[src/rtl/quiz_round_controller.sv]
// quiz_round_controller: sequences a two-player quiz game (question index, buzzer arbitration, judging, scores).
// Optional feature macro QRC_BUZZ_TIMEOUT_EN: skip a question after BUZZ_TIMEOUT cycles with no buzz.
module quiz_round_controller #(
  parameter int NUM_Q        = 11,
  parameter int WIN_SCORE    = 5,
  parameter int ANS_TIMEOUT  = 1000,
  parameter int BUZZ_TIMEOUT = 5000
) (
  input  logic       clk,
  input  logic       rst_n,
  input  logic       start,
  input  logic       btn_p1,
  input  logic       btn_p2,
  input  logic       ans_valid,
  input  logic [3:0] ans_val,
  input  logic [3:0] q_ans,
  output logic [3:0] q_state,
  output logic [1:0] owner,
  output logic [2:0] score_p1,
  output logic [2:0] score_p2,
  output logic       tick_p1,
  output logic       tick_p2,
  output logic       game_over,
  output logic [1:0] winner
);

  typedef enum logic [2:0] {
    S_IDLE,
    S_SHOW,
    S_ANSWER,
    S_JUDGE,
    S_NEXT,
    S_DONE
  } state_t;

  localparam int TMR_MAX = (ANS_TIMEOUT > BUZZ_TIMEOUT) ? ANS_TIMEOUT : BUZZ_TIMEOUT;
  localparam int TMR_W   = $clog2(TMR_MAX + 1);
  localparam logic [TMR_W-1:0] ANS_LAST = TMR_W'(ANS_TIMEOUT - 1);
`ifdef QRC_BUZZ_TIMEOUT_EN
  localparam logic [TMR_W-1:0] BUZZ_LAST = TMR_W'(BUZZ_TIMEOUT - 1);
`endif
  localparam logic [2:0] WIN_S  = 3'(WIN_SCORE);
  localparam logic [3:0] LAST_Q = 4'(NUM_Q - 1);

  function automatic logic [2:0] sat_inc(input logic [2:0] s);
    return (s >= WIN_S) ? WIN_S : s + 3'd1;
  endfunction

  function automatic logic [1:0] pick_winner(input logic [2:0] a, input logic [2:0] b);
    if (a > b) return 2'b01;
    if (b > a) return 2'b10;
    return 2'b11;
  endfunction

  state_t           state, state_nxt;
  logic             btn_p1_prev, btn_p2_prev;
  logic             buzz_p1, buzz_p2;
  logic             want_p1, want_p2;
  logic             lock_p1, lock_p2, lock_p1_nxt, lock_p2_nxt;
  logic             rr, rr_nxt;
  logic [TMR_W-1:0] tmr, tmr_nxt;
  logic [3:0]       ans_r, ans_nxt;
  logic             tmo_r, tmo_nxt;
  logic             correct;
  logic [1:0]       owner_nxt, winner_nxt;
  logic [3:0]       q_nxt;
  logic [2:0]       s1_nxt, s2_nxt, s1_inc, s2_inc;

  // Registered rising-edge pulses; a held button produces a single pulse only.
  always_ff @(posedge clk) begin
    if (!rst_n) begin
      btn_p1_prev <= 1'b0;
      btn_p2_prev <= 1'b0;
      buzz_p1     <= 1'b0;
      buzz_p2     <= 1'b0;
    end else begin
      btn_p1_prev <= btn_p1;
      btn_p2_prev <= btn_p2;
      buzz_p1     <= btn_p1 & ~btn_p1_prev;
      buzz_p2     <= btn_p2 & ~btn_p2_prev;
    end
  end

  assign want_p1   = buzz_p1 & ~lock_p1;
  assign want_p2   = buzz_p2 & ~lock_p2;
  assign correct   = ~tmo_r && (ans_r == q_ans);
  assign s1_inc    = sat_inc(score_p1);
  assign s2_inc    = sat_inc(score_p2);
  assign game_over = (state == S_DONE);

  always_ff @(posedge clk) begin
    if (!rst_n) state <= S_IDLE;
    else        state <= state_nxt;
  end

  always_comb begin
    state_nxt   = state;
    owner_nxt   = owner;
    q_nxt       = q_state;
    s1_nxt      = score_p1;
    s2_nxt      = score_p2;
    lock_p1_nxt = lock_p1;
    lock_p2_nxt = lock_p2;
    rr_nxt      = rr;
    tmr_nxt     = '0;
    ans_nxt     = ans_r;
    tmo_nxt     = tmo_r;
    winner_nxt  = winner;
    tick_p1     = 1'b0;
    tick_p2     = 1'b0;
    case (state)
      S_IDLE, S_DONE: begin
        if (start) begin
          state_nxt   = S_SHOW;
          owner_nxt   = 2'b00;
          q_nxt       = '0;
          s1_nxt      = '0;
          s2_nxt      = '0;
          lock_p1_nxt = 1'b0;
          lock_p2_nxt = 1'b0;
          winner_nxt  = 2'b00;
        end
      end
      S_SHOW: begin
        owner_nxt = 2'b00;
        if (lock_p1 && lock_p2) begin
          state_nxt = S_NEXT;
        end else if (want_p1 && want_p2) begin
          // Simultaneous buzz: round-robin pointer decides, then hands priority over.
          owner_nxt = rr ? 2'b10 : 2'b01;
          rr_nxt    = ~rr;
          state_nxt = S_ANSWER;
        end else if (want_p1) begin
          owner_nxt = 2'b01;
          state_nxt = S_ANSWER;
        end else if (want_p2) begin
          owner_nxt = 2'b10;
          state_nxt = S_ANSWER;
        end
`ifdef QRC_BUZZ_TIMEOUT_EN
        else if (tmr == BUZZ_LAST) begin
          state_nxt = S_NEXT;
        end else begin
          tmr_nxt = tmr + TMR_W'(1);
        end
`endif
      end
      S_ANSWER: begin
        if (ans_valid) begin
          ans_nxt   = ans_val;
          tmo_nxt   = 1'b0;
          state_nxt = S_JUDGE;
        end else if (tmr == ANS_LAST) begin
          tmo_nxt   = 1'b1;
          state_nxt = S_JUDGE;
        end else begin
          tmr_nxt = tmr + TMR_W'(1);
        end
      end
      S_JUDGE: begin
        owner_nxt = 2'b00;
        state_nxt = S_SHOW;
        if (correct) begin
          state_nxt = S_NEXT;
          if (owner == 2'b01) begin
            tick_p1 = 1'b1;
            s1_nxt  = s1_inc;
            if (s1_inc == WIN_S) begin
              state_nxt  = S_DONE;
              winner_nxt = 2'b01;
            end
          end else if (owner == 2'b10) begin
            tick_p2 = 1'b1;
            s2_nxt  = s2_inc;
            if (s2_inc == WIN_S) begin
              state_nxt  = S_DONE;
              winner_nxt = 2'b10;
            end
          end
        end else begin
          // Wrong or timed out: owner sits out, the other player may steal.
          if (owner == 2'b01) lock_p1_nxt = 1'b1;
          if (owner == 2'b10) lock_p2_nxt = 1'b1;
        end
      end
      S_NEXT: begin
        lock_p1_nxt = 1'b0;
        lock_p2_nxt = 1'b0;
        if (q_state >= LAST_Q) begin
          state_nxt  = S_DONE;
          winner_nxt = pick_winner(score_p1, score_p2);
        end else begin
          q_nxt     = q_state + 4'd1;
          state_nxt = S_SHOW;
        end
      end
      default: state_nxt = S_IDLE;
    endcase
  end

  always_ff @(posedge clk) begin
    if (!rst_n) begin
      owner    <= 2'b00;
      q_state  <= '0;
      score_p1 <= '0;
      score_p2 <= '0;
      winner   <= 2'b00;
      lock_p1  <= 1'b0;
      lock_p2  <= 1'b0;
      rr       <= 1'b0;
      tmr      <= '0;
      ans_r    <= '0;
      tmo_r    <= 1'b0;
    end else begin
      owner    <= owner_nxt;
      q_state  <= q_nxt;
      score_p1 <= s1_nxt;
      score_p2 <= s2_nxt;
      winner   <= winner_nxt;
      lock_p1  <= lock_p1_nxt;
      lock_p2  <= lock_p2_nxt;
      rr       <= rr_nxt;
      tmr      <= tmr_nxt;
      ans_r    <= ans_nxt;
      tmo_r    <= tmo_nxt;
    end
  end

endmodule
[config.mk]
export PLATFORM = sky130hd
export DESIGN_NAME = quiz_round_controller
export DESIGN_NICKNAME = d
export VERILOG_FILES = /design/src/rtl/quiz_round_controller.sv
export SDC_FILE = /design/constraint.sdc
export NUM_CORES = 1
export LEC_CHECK = 0
export CAP_MARGIN = 20
export CORE_MARGIN = 1
export CORE_UTILIZATION = 55
export CTS_CLUSTER_SIZE = 40
export DETAILED_ROUTE_END_ITERATION = 8
export GPL_TIMING_DRIVEN = 0
export PLACE_DENSITY = 0.84
export RECOVER_POWER = 25
export SYNTH_ARGS = -nofsm -noshare
export SYNTH_HDL_FRONTEND = slang
export SYNTH_SLANG_ARGS = --single-unit
[constraint.sdc]
create_clock -name clk -period 2.45 [get_ports clk]
set_clock_uncertainty 0.2 [all_clocks]
set_input_delay 0.49 -clock clk [delete_from_list [all_inputs] [get_ports clk]]
set_output_delay 0.49 -clock clk [all_outputs]
set_load 0.1 [all_outputs]
==> results.py <==
metrics = {
    "synthesis": {
        "avgSynthCellArea_um2": 8.73,
        "synth_fp_nets": 290,
        "syn_area_um2": 2300,
        "syn_inst": 263,
        "synth-main-ff-cell": "dfxtp_1",
        "ys_seq_area_share_pct": 36.6,
        "synth_edf_count": 0,
        "synth.ff_latch_count": 42,
        "ys_types": 56,
        "synthArstFlopShare_pct": 0,
        "yosys_warnings": 0,
    },
    "placement": {
        "globalplace.congestion": 0.892,
        "dpl.cell_count": 342,
        "hpwl_um": 3730,
        "port_buffers": 29,
    },
    "sta": {
        "slew_violations": 0,
        "hold_viol": 0,
        "tns_ps": 0,
        "post-route-period-util_pct": 97.8,
        "maxSlewHeadroom_pct": 35.5,
        "timing.fmax_mhz": 417,
        "period_needed_ps": 2400,
        "rsz0062_at_grt": "false",
        "worst_pin_slew_ps": 971,
        "setup_viol": 0,
    },
    "final_layout": {
        "final_cell_mix": "33 x nor2_1, 32 x dfxtp_1, 17 x nand2_1",
        "regArea_um2": 853,
        "post-route-util_pct": 71.4,
        "syn2layout_area_growth_pct": 24.3,
        "instances_no_fill": 352,
        "multi_input_area_um2": 1440,
        "fill_cells": 317,
        "n_antenna_cell": 0,
        "finalNetCount": 328,
        "final_common_cell": "nor2_1",
        "drive_above_1_share_pct": 13.6,
    },
    "global_routing": {
        "grt_util_all_layers_pct": 25.1,
        "grt.busiest_layer": "met2",
        "grt_pass1_vias": 1837,
        "global_route.usage.met3_pct": 5.65,
        "antenna_found_initial": 0,
        "grt_max_degree": 13,
        "grtUsageMet1_pct": 31.7,
        "grt.met2_usage_pct": 40.9,
        "overflow": 0,
        "grt_pass1_wl_um": 8340,
    },
    "worst_setup_path": {
        "crit_path_start_kind": "primary input",
        "end_kind": "output port",
        "timing.rr.start": "state[0]",
        "worstPathArrival_ps": 1710,
        "regToRegSetupSlack_ps": 150,
        "startpoint": "q_ans[1]",
        "r2r_cells": 7,
        "r2r-end": "score_p1[1]",
        "cp.required_ps": 1760,
        "worstSetupPathType": "primary input to output port",
        "cp_max_fo": 3,
    },
    "floorplanning": {
        "die_x_um": 66.6,
        "chipHeight_um": 66.6,
        "core_area_um2": 4000,
        "pin_count": 31,
        "row_count": 23,
        "start_util_pct": 57.4,
        "die_area_um2": 4440,
    },
    "cts": {
        "cts_tree": "built",
        "clk_pin_slew_ps": 80,
        "clock_tree.root_cell": "clkbuf_8",
        "cts_made_buffers": 5,
        "clock_latency_ps": 290,
        "htree_levels": 2,
        "ctsLongestPathBuffers": 2,
        "clock_sinks": 42,
    },
    "drt": {
        "first_pass_iters": 4,
        "routed_wl_um": 5210,
        "detail-route-antenna-nets": 0,
        "drc": 0,
        "drtIter0Drc": 142,
        "wl_per_cell_um": 14.8,
        "vias": 2023,
        "via_per_inst": 5.75,
    },
    "power": {
        "clkPwrFrac_pct": 33.8,
        "power_density_nw_per_um2": 556,
        "combinationalPowerShare_pct": 20.4,
        "max-vdd-ir-drop_uv": 419,
        "p_int_mw": 1.12,
        "p_seq_share_pct": 45.8,
        "p_sw_uw": 465,
        "p_leak_nw": 1.12,
        "netSwitchingFraction_pct": 29.3,
    },
    "min_path": {
        "hold_start": "btn_p1_prev",
        "hold_path_end": "buzz_p1",
        "hold_depth": 1,
        "hp-class": "flip-flop to flip-flop",
    },
    "flow_run": {
        "maxCapViolCount": 0,
    },
    "outcome": {
        "status": "completed",
    },
}
==> how the worst max path moves through the flow <==
stage / end / slack, ps / depth (start not counted)
finish: tick_p2 / 50 / 6
global route: tick_p2 / 7 / 5
CTS: tick_p2 / 3 / 6
detailed placement: tick_p2 / -1290 / 6
global placement: tick_p2 / -1280 / 6
floorplan: tick_p1 / 10 / 5
==> per-stage QoR <==
| step | area, µm² | hold slack, ps | power, mW | setup WS, ps |
|---|---|---|---|---|
| floorplan | 2310 | 167 | 0.970 | 13.0 |
| finish | 2860 | 189 | 1.59 | 53.3 |
| CTS | 2840 | 191 | 1.59 | 3.06 |
| global route | 2860 | 211 | 1.65 | 6.75 |
| detailed placement | 2660 | 179 | 1.05 | -1290 |
| global placement | 2660 | 173 | 1.05 | -1280 |
==> worst max-delay path: stages <==
cell             delay, ps
clkdlybuf4s15_1        200
xnor2_2                140
nand3_2                150
nor4_4                 350
and2_4                 220
buf_12                 170
==> what timing repair did <==
action,4_1_cts,5_1_grt
buffers inserted,2,0
hold endpoints to repair,0,0
hold buffers,0,0
pin swaps,5,6
resized for setup,53,11
setup endpoints to repair,17,4
==> logic make-up (layout without fill, tap and decap cells) <==
kind of cell	after synthesis	after routing	synth area share, %
and+or+nand+nor	108	108	24.9
muxes	8	8	3.54
DFF	42	42	36.6
xor gates and xnor gates	19	19	7.24
buffers and inverters	21	60	3.76
AOI/OAI and AO/OA	52	52	16.9
adders and majority gates	13	13	7.08
==> power by group through the flow <==
| stage | logic (mW) | clock network [mW] | registers (mW) |
|---|---|---|---|
| finish | 0.324 | 0.537 | 0.726 |
| global route | 0.348 | 0.570 | 0.730 |
| CTS | 0.318 | 0.543 | 0.727 |
| detailed placement | 0.310 | 0 | 0.741 |
| global placement | 0.306 | 0 | 0.740 |
| floorplan | 0.157 | 0 | 0.813 |
==> cell type report <==
type	instances	area share [%]
flip-flops and latches	42	29.9
inverters	12	1.58
multi-input cells	200	50.5
clock buffers	7	2.67
well taps	50	2.19
clock inverters	1	1.05
plain buffers	9	1.75
repair buffers	31	10.4
==> state kept, by name (all words and copies together) (netlist names) <==
name / flops
ans_r: 4
btn_p1_prev: 1
btn_p2_prev: 1
buzz_p1: 1
buzz_p2: 1
lock_p1: 1
lock_p2: 1
owner: 2
q_state: 4
rr: 1
score_p1: 3
score_p2: 3
state: 3
tmo_r: 1
tmr: 13
winner: 2
==> Yosys cell counts (2+ instances only) <==
library cell   n  area, µm²
xnor2_1       12        105
and3_1         6       37.5
a31oi_1        2       12.5
nor2_1        33        124
inv_1         12       45.0
o311ai_0       2       17.5
o21ai_0        3       15.0
a21o_1         2       15.0
a211oi_1       7       52.6
buf_2          3       15.0
clkbuf_1       5       18.8
nor2b_1        9       56.3
ha_1          13        163
dfxtp_1       42        841
nand3_1        7       35.0
nor3_1         6       30.0
a22oi_1        2       15.0
a21oi_1       11       55.1
o31ai_1        3       22.5
nand2b_1       7       43.8
o211ai_1       2       15.0
nand2_1       18       67.6
o21ai_1        2       10.0
xor2_1         7       61.3
and2_1         5       31.3
nor4_1         4       25.0
nor4b_1        2       17.5
a41oi_1        2       17.5
mux2i_1        7       70.1
==> routing by layer <==
metal	routed length, µm	part of all wire, %	up-vias
met1	2350	45	951
met5	0	0	-
li1	-	-	1012
met3	213	4.1	12
met4	95	1.8	0
met2	2560	49	48
Note: power is estimated with default switching activity, not from simulation.
